[src/rtl/uart_pkg.sv]
// uart_pkg: shared state encoding and parameter limits for the UART receiver
package uart_pkg;
  localparam int UART_MIN_CLKS_PER_BIT = 4;
  localparam int UART_MIN_DATA_BITS = 5;
  localparam int UART_MAX_DATA_BITS = 9;
  typedef enum logic [2:0] {IDLE, START, DATA, PARITY, STOP, ERR_WAIT} uart_rx_state_t;
endpackage

[src/rtl/uart_rx_sipo.sv]
// sipo: serial-in parallel-out register shifting in at the MSB, reset value R
module sipo #(
  parameter int N = 8,
  parameter int R = 0
) (
  input  logic         i_clk,
  input  logic         i_rst,
  input  logic         i_shift,
  input  logic         i_data,
  output logic [N-1:0] o_data
);
  // new bit enters at the top so the first bit received ends up at bit 0
  always_ff @(posedge i_clk)
    if (i_rst) o_data <= N'(R);
    else if (i_shift) o_data <= {i_data, o_data[N-1:1]};
endmodule

[src/rtl/uart_rx.sv]
// uart_rx: oversampling 1-start/N-data/1-stop receiver with valid/ready output; optional parity via UART_RX_PARITY_EN
module uart_rx
  import uart_pkg::*;
#(
  parameter int CLKS_PER_BIT = 868,
  parameter int DATA_BITS = 8,
  parameter int PARITY_ODD = 0
) (
  input  logic                 i_clk,
  input  logic                 i_rst,
  input  logic                 i_rx,
  input  logic                 i_ready,
  output logic [DATA_BITS-1:0] o_data,
  output logic                 o_valid,
  output logic                 o_busy,
  output logic                 o_frame_err,
  output logic                 o_overrun
`ifdef UART_RX_PARITY_EN
  ,output logic                o_parity_err
`endif
);
  localparam int CW = $clog2(CLKS_PER_BIT);
  localparam int BW = $clog2(DATA_BITS);
`ifdef UART_RX_PARITY_EN
  localparam uart_rx_state_t AFTER_DATA = PARITY;
`else
  localparam uart_rx_state_t AFTER_DATA = STOP;
`endif
  if (CLKS_PER_BIT < UART_MIN_CLKS_PER_BIT) begin : g_bad_cpb
    $error("uart_rx: CLKS_PER_BIT must be >= %0d", UART_MIN_CLKS_PER_BIT);
  end
  if (DATA_BITS < UART_MIN_DATA_BITS || DATA_BITS > UART_MAX_DATA_BITS) begin : g_bad_db
    $error("uart_rx: DATA_BITS must be in %0d..%0d", UART_MIN_DATA_BITS, UART_MAX_DATA_BITS);
  end
  if (PARITY_ODD != 0 && PARITY_ODD != 1) begin : g_bad_par
    $error("uart_rx: PARITY_ODD must be 0 or 1");
  end
  logic rx_m, rx_s;
  uart_rx_state_t state, state_n;
  logic [CW-1:0] cnt;
  logic [BW-1:0] bit_idx;
  logic [DATA_BITS-1:0] word;
  logic tick, half, commit, stop_bad, word_ok;
  assign tick = cnt == CW'(CLKS_PER_BIT - 1);
  assign half = cnt == CW'(CLKS_PER_BIT / 2 - 1);
  assign commit = state == STOP && tick && rx_s;
  assign stop_bad = state == STOP && tick && !rx_s;
  assign o_busy = state != IDLE;
  // two-flop synchroniser for the asynchronous line, idles high
  always_ff @(posedge i_clk)
    if (i_rst) {rx_m, rx_s} <= 2'b11;
    else {rx_m, rx_s} <= {i_rx, rx_m};
  // frame sequencing: start validation at mid-bit, then one bit time per step
  always_comb begin
    state_n = state;
    case (state)
      IDLE:     if (!rx_s) state_n = START;
      START:    if (half) state_n = rx_s ? IDLE : DATA;
      DATA:     if (tick && bit_idx == BW'(DATA_BITS - 1)) state_n = AFTER_DATA;
      PARITY:   if (tick) state_n = STOP;
      STOP:     if (tick) state_n = rx_s ? IDLE : ERR_WAIT;
      ERR_WAIT: if (rx_s) state_n = IDLE;
      default:  state_n = IDLE;
    endcase
  end
  // state, baud counter (restarts on each state change and each tick) and bit index
  always_ff @(posedge i_clk)
    if (i_rst) begin
      state <= IDLE;
      cnt <= '0;
      bit_idx <= '0;
    end else begin
      state <= state_n;
      cnt <= (state_n != state || tick || state == IDLE) ? '0 : cnt + 1'b1;
      bit_idx <= state != DATA ? '0 : tick ? bit_idx + 1'b1 : bit_idx;
    end
  sipo #(.N(DATA_BITS), .R(0)) u_sipo (
    .i_clk  (i_clk),
    .i_rst  (i_rst || (state == IDLE && !rx_s)),
    .i_shift(state == DATA && tick),
    .i_data (rx_s),
    .o_data (word)
  );
`ifdef UART_RX_PARITY_EN
  logic par_bad;
  assign word_ok = !par_bad;
  // parity check result, held until the stop-bit commit consumes it
  always_ff @(posedge i_clk)
    if (i_rst) par_bad <= 1'b0;
    else if (state == PARITY && tick) par_bad <= rx_s != ((^word) ^ (PARITY_ODD != 0));
  // parity error pulse coincides with the would-be commit
  always_ff @(posedge i_clk)
    if (i_rst) o_parity_err <= 1'b0;
    else o_parity_err <= commit && par_bad;
`else
  assign word_ok = 1'b1;
`endif
  // output holding register: accept a word if empty or being drained, else flag overrun
  always_ff @(posedge i_clk)
    if (i_rst) begin
      o_data <= '0;
      o_valid <= 1'b0;
      o_frame_err <= 1'b0;
      o_overrun <= 1'b0;
    end else begin
      o_frame_err <= stop_bad;
      o_overrun <= 1'b0;
      if (o_valid && i_ready) o_valid <= 1'b0;
      if (commit && word_ok) begin
        if (!o_valid || i_ready) begin
          o_data <= word;
          o_valid <= 1'b1;
        end else o_overrun <= 1'b1;
      end
    end
endmodule

[config.mk]
export PLATFORM = sky130hd
export DESIGN_NAME = uart_rx
export DESIGN_NICKNAME = d
export VERILOG_FILES = /design/src/rtl/uart_pkg.sv /design/src/rtl/uart_rx_sipo.sv /design/src/rtl/uart_rx.sv
export SDC_FILE = /design/constraint.sdc
export NUM_CORES = 1
export LEC_CHECK = 0
export CAP_MARGIN = 0
export CORE_ASPECT_RATIO = 0.8
export CORE_UTILIZATION = 45
export DETAILED_ROUTE_END_ITERATION = 10
export PLACE_DENSITY = 0.65
export REMOVE_ABC_BUFFERS = 1
export SYNTH_ARGS = -nofsm -noshare
export SYNTH_HDL_FRONTEND = slang
export SYNTH_SLANG_ARGS = --single-unit
[constraint.sdc]
create_clock -name i_clk -period 3.4 [get_ports i_clk]
set_clock_uncertainty 0.2 [all_clocks]
set_input_delay 0.68 -clock i_clk [delete_from_list [all_inputs] [get_ports i_clk]]
set_output_delay 0.68 -clock i_clk [all_outputs]
set_load 0.05 [all_outputs]
==> metrics, run 1 <==
count of port buffers added during placement=15; layout cells sized above 1=0.07960; synthesis-to-layout area growth=15.31%; CTS tree=yes; worst min-delay path category=flip-flop to flip-flop; utilization after layout=0.5458; RSZ-0062 raised after global routing=no; total area of multi-input combinational cells=845.8 µm²; number of levels the H-tree was split into=2; wire length of the first global-routing pass=5823 µm; DIE WIDTH=69.55 µm; Unique masters post-synth=36; floorplan die area=0.003898 mm²; GRT Residual Overflow=0; number of cells in the design after placement=236; fraction of power consumed by combinational cells=0.044; number of sinks handled by clock tree synthesis=37; kind of end point of the critical path=output pin; final setup fails=0; number of flip-flops and latches in the synthesized netlist=37; HPWL after DPL=2193 µm; sequential share of the synthesized area=0.4509; drt first pass iters=4; most frequent cells in the layout=sky130_fd_sc_hd__dfxtp_1, sky130_fd_sc_hd__nand3_1, sky130_fd_sc_hd__a21oi_1; Hold-fix buffers, CTS=0; most common cell after layout, fill and taps aside=sky130_fd_sc_hd__dfxtp_1; areal power density over the cells=411.8 mW/mm²; register share of total power=0.569; Clk pin slew, worst setup/hold paths=0.07 ns; highest clock frequency the design can meet=364.4 MHz; Fin Setup TNS=0 ns; row count=19; synthesized area per cell=8.738 µm²; number of ports placed on the die boundary=16; total non-filler cell area in the finished layout=0.001894 mm²; required time at the endpoint of the critical path=2.52 ns; critical-path cell list=nor3_1 > inv_1 > clkdlybuf4s50_1; # nets final=209; area post-placement=0.001808 mm²; Iter 0 DRT Violations=57; Worst Setup Start Kind=flip-flop; post-synthesis instance area=0.001643 mm²; internal power=0.6114 mW; Placeable Area=0.003471 mm²; Synth Instances=188; DRT antenna net count=0; Hold Fails Final Rpt=0; Pleak=0.6138 nW; pin count of the biggest net entering global routing=22; total setup buffers inserted after CTS=0; share of total power in the clock network=0.388; fraction of post-synthesis cell area in the top cell type by area=0.4509; sw power=0.1686 mW; maximum root-to-sink buffer count=2; layout filler cell count=305; number of warnings reported in the yosys synthesis log=0; min Tclk post-route=2.744 ns; prevailing post-synth register cell=sky130_fd_sc_hd__dfxtp_1; proportion of total power due to net switching=0.2162; cell at the slowest stage of the critical path=sky130_fd_sc_hd__clkdlybuf4s50_1; final instance count without filler cells=243; worst-skew pair later-pin latency=0.28 ns; critical path peak fanout=12; Routed wire per std cell=13.09 µm; Hold Worst Slack=0.2016 ns; number of flops mapped to enable cells by yosys=0; maxcap violations=0; # DRC=0; top post-synthesis cells by area=sky130_fd_sc_hd__dfxtp_1, sky130_fd_sc_hd__nand3_1, sky130_fd_sc_hd__a21oi_1, sky130_fd_sc_hd__nand2_1, sky130_fd_sc_hd__o21ai_0; die boundary height=56.04 µm; post-DR vias/cell=5.609; register cell area after layout=740.7 µm²; initial antenna violation count=0; Slew Viols, Final=0; worst-margin pin slew=0.7365 ns; Worst EP arrival=1.86 ns; category of the critical setup timing path=flip-flop to output pin; peak per-stage delay on the critical path=0.79 ns; Clock Root Buffer=sky130_fd_sc_hd__clkbuf_8; starting density of the core=0.4733; weighted congestion reported at the end of routability-driven placement=0.7759; vias after detailed routing=1,363; number of CTS-inserted buffers=5; count of antenna diodes in the layout=0; number of global-route vias before repair=1,287; Slew HR=0.5090; biggest area consumer among synthesized cells=sky130_fd_sc_hd__dfxtp_1; kind of cell adding the most delay to the critical path=buffers and inverters; maximum vdd drop=273.4 µV; post-cts gate resize count=0; total routed wirelength=3181 µm; result of the run=completed; Tot GR Track Use=0.1892; CP bufs+invs=2; Tcrit/Tclk final=0.8071; Synth async-reset ratio=0
==> flip-flops by register name, indices dropped and copies added (netlist names) <==
name           cells
o_data             8
o_overrun          1
rx_s               1
rx_m               1
state              3
o_frame_err        1
bit_idx            3
o_valid            1
cnt               10
u_sipo.o_data      8
==> worst paths after layout <==
| check | startpoint | slack (ns) | end | cells after the start |
|---|---|---|---|---|
| worst max-delay path | state[2] | 0.66 | o_busy | 3 |
| worst min-delay path | rx_m | 0.20 | rx_s | 1 |
| worst max register to register | cnt[0] | 1.02 | state[0] | 5 |
| worst min register to register | rx_m | 0.20 | rx_s | 1 |
==> power by group through the flow <==
| stage | clock (mW) | combinational, mW | sequential, mW |
|---|---|---|---|
| 2_1_floorplan | 0 | 0.0202 | 0.452 |
| 3_3_place_gp | 0 | 0.0333 | 0.453 |
| 3_5_place_dp | 0 | 0.0339 | 0.453 |
| 4_1_cts | 0.308 | 0.0340 | 0.443 |
| 5_1_grt | 0.332 | 0.0373 | 0.444 |
| 6_report | 0.302 | 0.0342 | 0.444 |
==> layout make-up <==
class	count	share of cell area
timing repair buffer	16	0.08322
inverter	3	0.005945
sequential	37	0.3910
multi-input combinational	138	0.4465
clock buffer	7	0.04557
tap	42	0.02774
==> synthesized netlist by cell type (3+ instances only) <==
cell type and n:
sky130_fd_sc_hd__a21oi_1 21, sky130_fd_sc_hd__and3_1 3, sky130_fd_sc_hd__buf_2 6, sky130_fd_sc_hd__clkbuf_1 4, sky130_fd_sc_hd__dfxtp_1 37, sky130_fd_sc_hd__ha_1 4
sky130_fd_sc_hd__inv_1 3, sky130_fd_sc_hd__nand2_1 20, sky130_fd_sc_hd__nand3_1 23, sky130_fd_sc_hd__nor2_1 9, sky130_fd_sc_hd__nor3_1 8, sky130_fd_sc_hd__o21ai_0 11
sky130_fd_sc_hd__xnor2_1 5, sky130_fd_sc_hd__xor2_1 4
==> stage by stage <==
step	worst slack, ns	power (mW)
finish	0.6560	0.7801
global route	0.5769	0.8138
floorplan	1.464	0.4722
global placement	1.022	0.4863
CTS	0.6682	0.7856
detailed placement	0.9844	0.4872
==> logic make-up (layout without fill, tap and decap cells) <==
logic type / count (synthesis) / in the layout / share of synthesized area
AO/OA/AOI/OAI: 40 / 40 / 0.1379
XOR/XNOR: 9 / 9 / 0.04798
adder cells (fa/ha/maj): 4 / 4 / 0.03047
buffers and inverters: 13 / 26 / 0.03427
flip-flops: 37 / 37 / 0.4509
AND/OR/NAND/NOR: 85 / 85 / 0.2986
==> per-layer routing <==
layer / global-route usage / part of all wire
met5: 0 / 0
met4: 0.06706 / 0.0094
met3: 0.06884 / 0.034
met2: 0.2746 / 0.45
met1: 0.2580 / 0.51
Note: power is estimated with default switching activity, not from simulation.
==> run 2, diff against run 1 <==
clock period = 2.6 ns   (was 3.4 ns; I/O delays follow)
==> metrics, run 2 (synthesis results as in run 1) <==
final setup fails=0; Worst Setup Start Kind=flip-flop; cell at the slowest stage of the critical path=sky130_fd_sc_hd__clkdlybuf4s50_1; met2 wire length=1367 µm; Routed wire per std cell=13.31 µm; number of CTS-inserted buffers=5; met3 wire length=154 µm; DRT antenna net count=0; maximum root-to-sink buffer count=2; total area of multi-input combinational cells=845.8 µm²; count of port buffers added during placement=15; number of levels the H-tree was split into=2; area post-placement=0.001813 mm²; register containing the most flip-flops in the final layout=cnt; synthesis-to-layout area growth=16.53%; required time at the endpoint of the critical path=1.88 ns; Tot GR Track Use=0.1845; result of the run=completed; layout cells sized above 1=0.09852; Clock Root Buffer=sky130_fd_sc_hd__clkbuf_8; Placeable Area=0.003471 mm²; number of sinks handled by clock tree synthesis=37; initial antenna violation count=0; Worst EP arrival=1.42 ns; post-cts gate resize count=0; kind of cell adding the most delay to the critical path=buffers and inverters; areal power density over the cells=554.9 mW/mm²; critical-path cell list=clkdlybuf4s50_1; number of global-route vias before repair=1,275; highest clock frequency the design can meet=467.9 MHz; layout filler cell count=318; total routed wirelength=3262 µm; Hold Fails Final Rpt=0; number of cells in the design after placement=237; Hold-fix buffers, CTS=0; worst-skew pair later-pin latency=0.29 ns; RSZ-0062 raised after global routing=no; WL met1=1674 µm; count of antenna diodes in the layout=0; min Tclk post-route=2.137 ns; Tcrit/Tclk final=0.8221; category of the critical setup timing path=flip-flop to output pin; GRT Residual Overflow=0; starting density of the core=0.4733; # nets final=210; CTS tree=yes; Slew Viols, Final=0; final instance count without filler cells=245; Fin Setup TNS=0 ns; weighted congestion reported at the end of routability-driven placement=0.7544; register cell area after layout=740.7 µm²; drt first pass iters=4; Pleak=0.6307 nW; maxcap violations=0; HPWL after DPL=2254 µm; Iter 0 DRT Violations=74; registers with the most flip-flops=cnt (10), o_data (8), u_sipo.o_data (8); Clk pin slew, worst setup/hold paths=0.08 ns; wire length of the first global-routing pass=5747 µm; worst-margin pin slew=0.6299 ns; top routing layer in use=met4; DIE WIDTH=69.55 µm; # DRC=0; most frequent cells in the layout=sky130_fd_sc_hd__dfxtp_1, sky130_fd_sc_hd__nand3_1, sky130_fd_sc_hd__a21oi_1; floorplan die area=0.003898 mm²; vias after detailed routing=1,365; most common cell after layout, fill and taps aside=sky130_fd_sc_hd__dfxtp_1; number of flip-flops under the largest register name=10; total setup buffers inserted after CTS=0; total non-filler cell area in the finished layout=0.001914 mm²; number of ports placed on the die boundary=16; die boundary height=56.04 µm; worst min-delay path category=flip-flop to flip-flop; Slew HR=0.5801; post-DR vias/cell=5.571; critical path peak fanout=2; maximum vdd drop=417.3 µV; CP bufs+invs=1; peak per-stage delay on the critical path=0.80 ns; row count=19; kind of end point of the critical path=output pin; pin count of the biggest net entering global routing=22
[run 2: worst paths after layout]
check | start | to | slack [ns] | cells after the start
max | o_data[0] | o_data[0] | 0.46 | 1
min | rx_m | rx_s | 0.20 | 1
max reg2reg | cnt[0] | state[2] | 0.58 | 5
min reg2reg | rx_m | rx_s | 0.20 | 1
[run 2: layout make-up]
cell class              instances  share of cell area
clock buffers                   7             0.05033
clock inverters                 1            0.002614
inverters                       3            0.005882
multi-input cells             138              0.4418
flip-flops and latches         37              0.3869
well taps                      42             0.02745
repair buffers                 17             0.08497
[run 2: per-stage QoR]
| step | hold WS, ns | setup slack (ns) | total power, mW | util |
|---|---|---|---|---|
| 2_1_floorplan | 0.1895 | 0.6638 | 0.6175 | - |
| 3_3_place_gp | 0.1939 | 0.6321 | 0.6349 | 0.5224 |
| 3_5_place_dp | 0.1940 | 0.5250 | 0.6373 | 0.5224 |
| 4_1_cts | 0.2049 | 0.4521 | 1.069 | 0.5516 |
| 5_1_grt | 0.2294 | 0.4132 | 1.100 | 0.5516 |
| 6_report | 0.1986 | 0.4626 | 1.062 | 0.5516 |
[run 2: metal layers]
layer	track usage	vias up
met5	0	-
met4	0.09038	0
met3	0.04348	7
met2	0.2732	28
met1	0.2517	635
li1	-	695
[run 2: power by group]
| group | total [mW] | internal [mW] | leakage, nW | switching [mW] |
|---|---|---|---|---|
| registers | 0.581 | 0.571 | 0.299 | 0.00950 |
| clock network | 0.437 | 0.239 | 0.0542 | 0.198 |
| logic | 0.0445 | 0.0177 | 0.278 | 0.0268 |
==> run 3, diff against run 2 <==
PLACE_DENSITY = 0.68   (was 0.65)
clock period = 1.74 ns   (was 2.6 ns; I/O delays follow)
==> metrics, run 3 (synthesis results as in run 1) <==
Clk pin slew, worst setup/hold paths=0.07 ns; final instance count without filler cells=272; maximum vdd drop=548.9 µV; Hold Fails Final Rpt=0; most common cell after layout, fill and taps aside=sky130_fd_sc_hd__dfxtp_1; layout cells sized above 1=0.3435; registers with the most flip-flops=cnt (10), o_data (8), u_sipo.o_data (8); number of cells in the design after placement=262; number of CTS-inserted buffers=5; top routing layer in use=met4; Post-Place Worst Slack=-0.1274 ns; worst-margin pin slew=0.3237 ns; maximum root-to-sink buffer count=2; Slew Viols, Final=0; layout filler cell count=260; peak per-stage delay on the critical path=0.39 ns; Iter 0 DRT Violations=48; utilization after layout=0.6756; CP bufs+invs=1; # nets final=237; weighted congestion reported at the end of routability-driven placement=0.8921; DRT antenna net count=0; HPWL after DPL=2712 µm; required time at the endpoint of the critical path=1.74 ns; RSZ-0062 raised after global routing=yes; result of the run=finished, violations left; min Tclk post-route=1.763 ns; worst-case reg-to-reg path depth=6; worst-case register-to-register setup slack=-0.02 ns; wire length of the first global-routing pass=6272 µm; number of levels the H-tree was split into=2; register containing the most flip-flops in the final layout=cnt; met2 wire length=1777 µm; drt first pass iters=6; number of global-route vias before repair=1,362; Routed wire per std cell=14.53 µm; kind of cell adding the most delay to the critical path=simple AND/OR/NAND/NOR gates; Clock Root Buffer=sky130_fd_sc_hd__clkbuf_8; category of the critical setup timing path=flip-flop to flip-flop; WL met1=1896 µm; vias after detailed routing=1,502; violated checks=setup timing; worst min-delay path category=flip-flop to flip-flop; Tcrit/Tclk final=1.013; number of ports placed on the die boundary=16; # DRC=0; final setup margin=-0.02295 ns; number of sinks handled by clock tree synthesis=37; areal power density over the cells=690.2 mW/mm²; initial antenna violation count=0; Pleak=0.8381 nW; Worst R2R Start=cnt[1]; highest clock frequency the design can meet=567.2 MHz; sink of the worst hold path=rx_s; critical path peak fanout=3; met3 wire length=230 µm; die boundary height=56.04 µm; Worst Setup Start Kind=flip-flop; Worst EP arrival=1.76 ns; floorplan die area=0.003898 mm²; Placeable Area=0.003471 mm²; final setup fails=1; kind of end point of the critical path=flip-flop; cell at the slowest stage of the critical path=sky130_fd_sc_hd__or3_4; worst hold start=rx_m; starting density of the core=0.4733; most frequent cells in the layout=sky130_fd_sc_hd__dfxtp_1, sky130_fd_sc_hd__buf_4, sky130_fd_sc_hd__nand3_1; critical-path cell list=inv_2 > ha_4 > and4bb_2 > nand3_2 > or3_4 > a221oi_2; Hold Worst Slack=0.2107 ns; Slew HR=0.7840; pin count of the biggest net entering global routing=19; maxcap violations=0; number of flip-flops under the largest register name=10; DIE WIDTH=69.55 µm; row count=19; synthesis-to-layout area growth=42.73%; Tot GR Track Use=0.2054; GRT Residual Overflow=0; cell count of the worst hold path=1; Hold-fix buffers, CTS=0; count of antenna diodes in the layout=0; total routed wirelength=3952 µm; post-DR vias/cell=5.522; count of port buffers added during placement=15; CTS tree=yes; worst-skew pair later-pin latency=0.29 ns; terminus of the critical flop-to-flop path=state[1]
==> run 3: what timing repair did <==
item                                    in CTS  in global routing
buffers inserted                             0                  2
cloned                                       0                  0
gates resized for setup                      7                 26
endpoints found under the setup margin      31                 34
pin swaps                                    3                  4
==> run 3: layout make-up <==
cell class	instances	area (µm²)	area share
multi-input combinational	138	937.1	0.3997
sequential	37	750.7	0.3202
timing repair buffer	44	491.7	0.2097
clock buffer	7	96.34	0.04109
tap	42	52.55	0.02241
inverter	3	11.26	0.004803
clock inverter	1	5.005	0.002134
==> run 3: worst max path at each step <==
| stage | from | endpoint | slack (ns) | depth (start not counted) |
|---|---|---|---|---|
| after global placement | cnt[1] | state[1] | -0.04 | 6 |
| after detailed placement | cnt[1] | state[1] | -0.13 | 6 |
| final | cnt[1] | state[1] | -0.02 | 6 |
| after CTS | cnt[7] | o_data[5] | 0.0009 | 6 |
| after floorplan | cnt[0] | state[0] | -0.20 | 5 |
| after global routing | cnt[1] | state[1] | -0.08 | 6 |
==> run 3: power breakdown <==
part | internal [mW] | leakage, nW | total (mW) | switching, mW
clock network | 0.358 | 0.0542 | 0.653 | 0.295
logic | 0.0468 | 0.482 | 0.0978 | 0.0510
registers | 0.854 | 0.302 | 0.867 | 0.0135
==> run 3: worst reg2reg max path, cell delays in order (launching register included) <==
cell                       delay [ns]
sky130_fd_sc_hd__dfxtp_2         0.33
sky130_fd_sc_hd__inv_2           0.06
sky130_fd_sc_hd__ha_4            0.11
sky130_fd_sc_hd__and4bb_2        0.25
sky130_fd_sc_hd__nand3_2         0.09
sky130_fd_sc_hd__or3_4           0.40
sky130_fd_sc_hd__a221oi_2        0.24
==> run 3: metal layers <==
| layer | track usage | up-vias |
|---|---|---|
| met5 | 0 | - |
| met4 | 0.06997 | 0 |
| met3 | 0.06159 | 7 |
| met2 | 0.3024 | 38 |
| met1 | 0.2859 | 708 |
| li1 | - | 749 |
==> run 3: stage by stage <==
stage | power [mW] | instance area (µm²) | TNS [ns]
6_report | 1.618 | 2345 | -0.02295
5_1_grt | 1.678 | 2345 | -0.2971
4_1_cts | 1.620 | 2248 | 0
3_5_place_dp | 0.9709 | 2123 | -1.287
3_3_place_gp | 0.9693 | 2123 | -0.3032
2_1_floorplan | 0.9227 | 1598 | -1.518
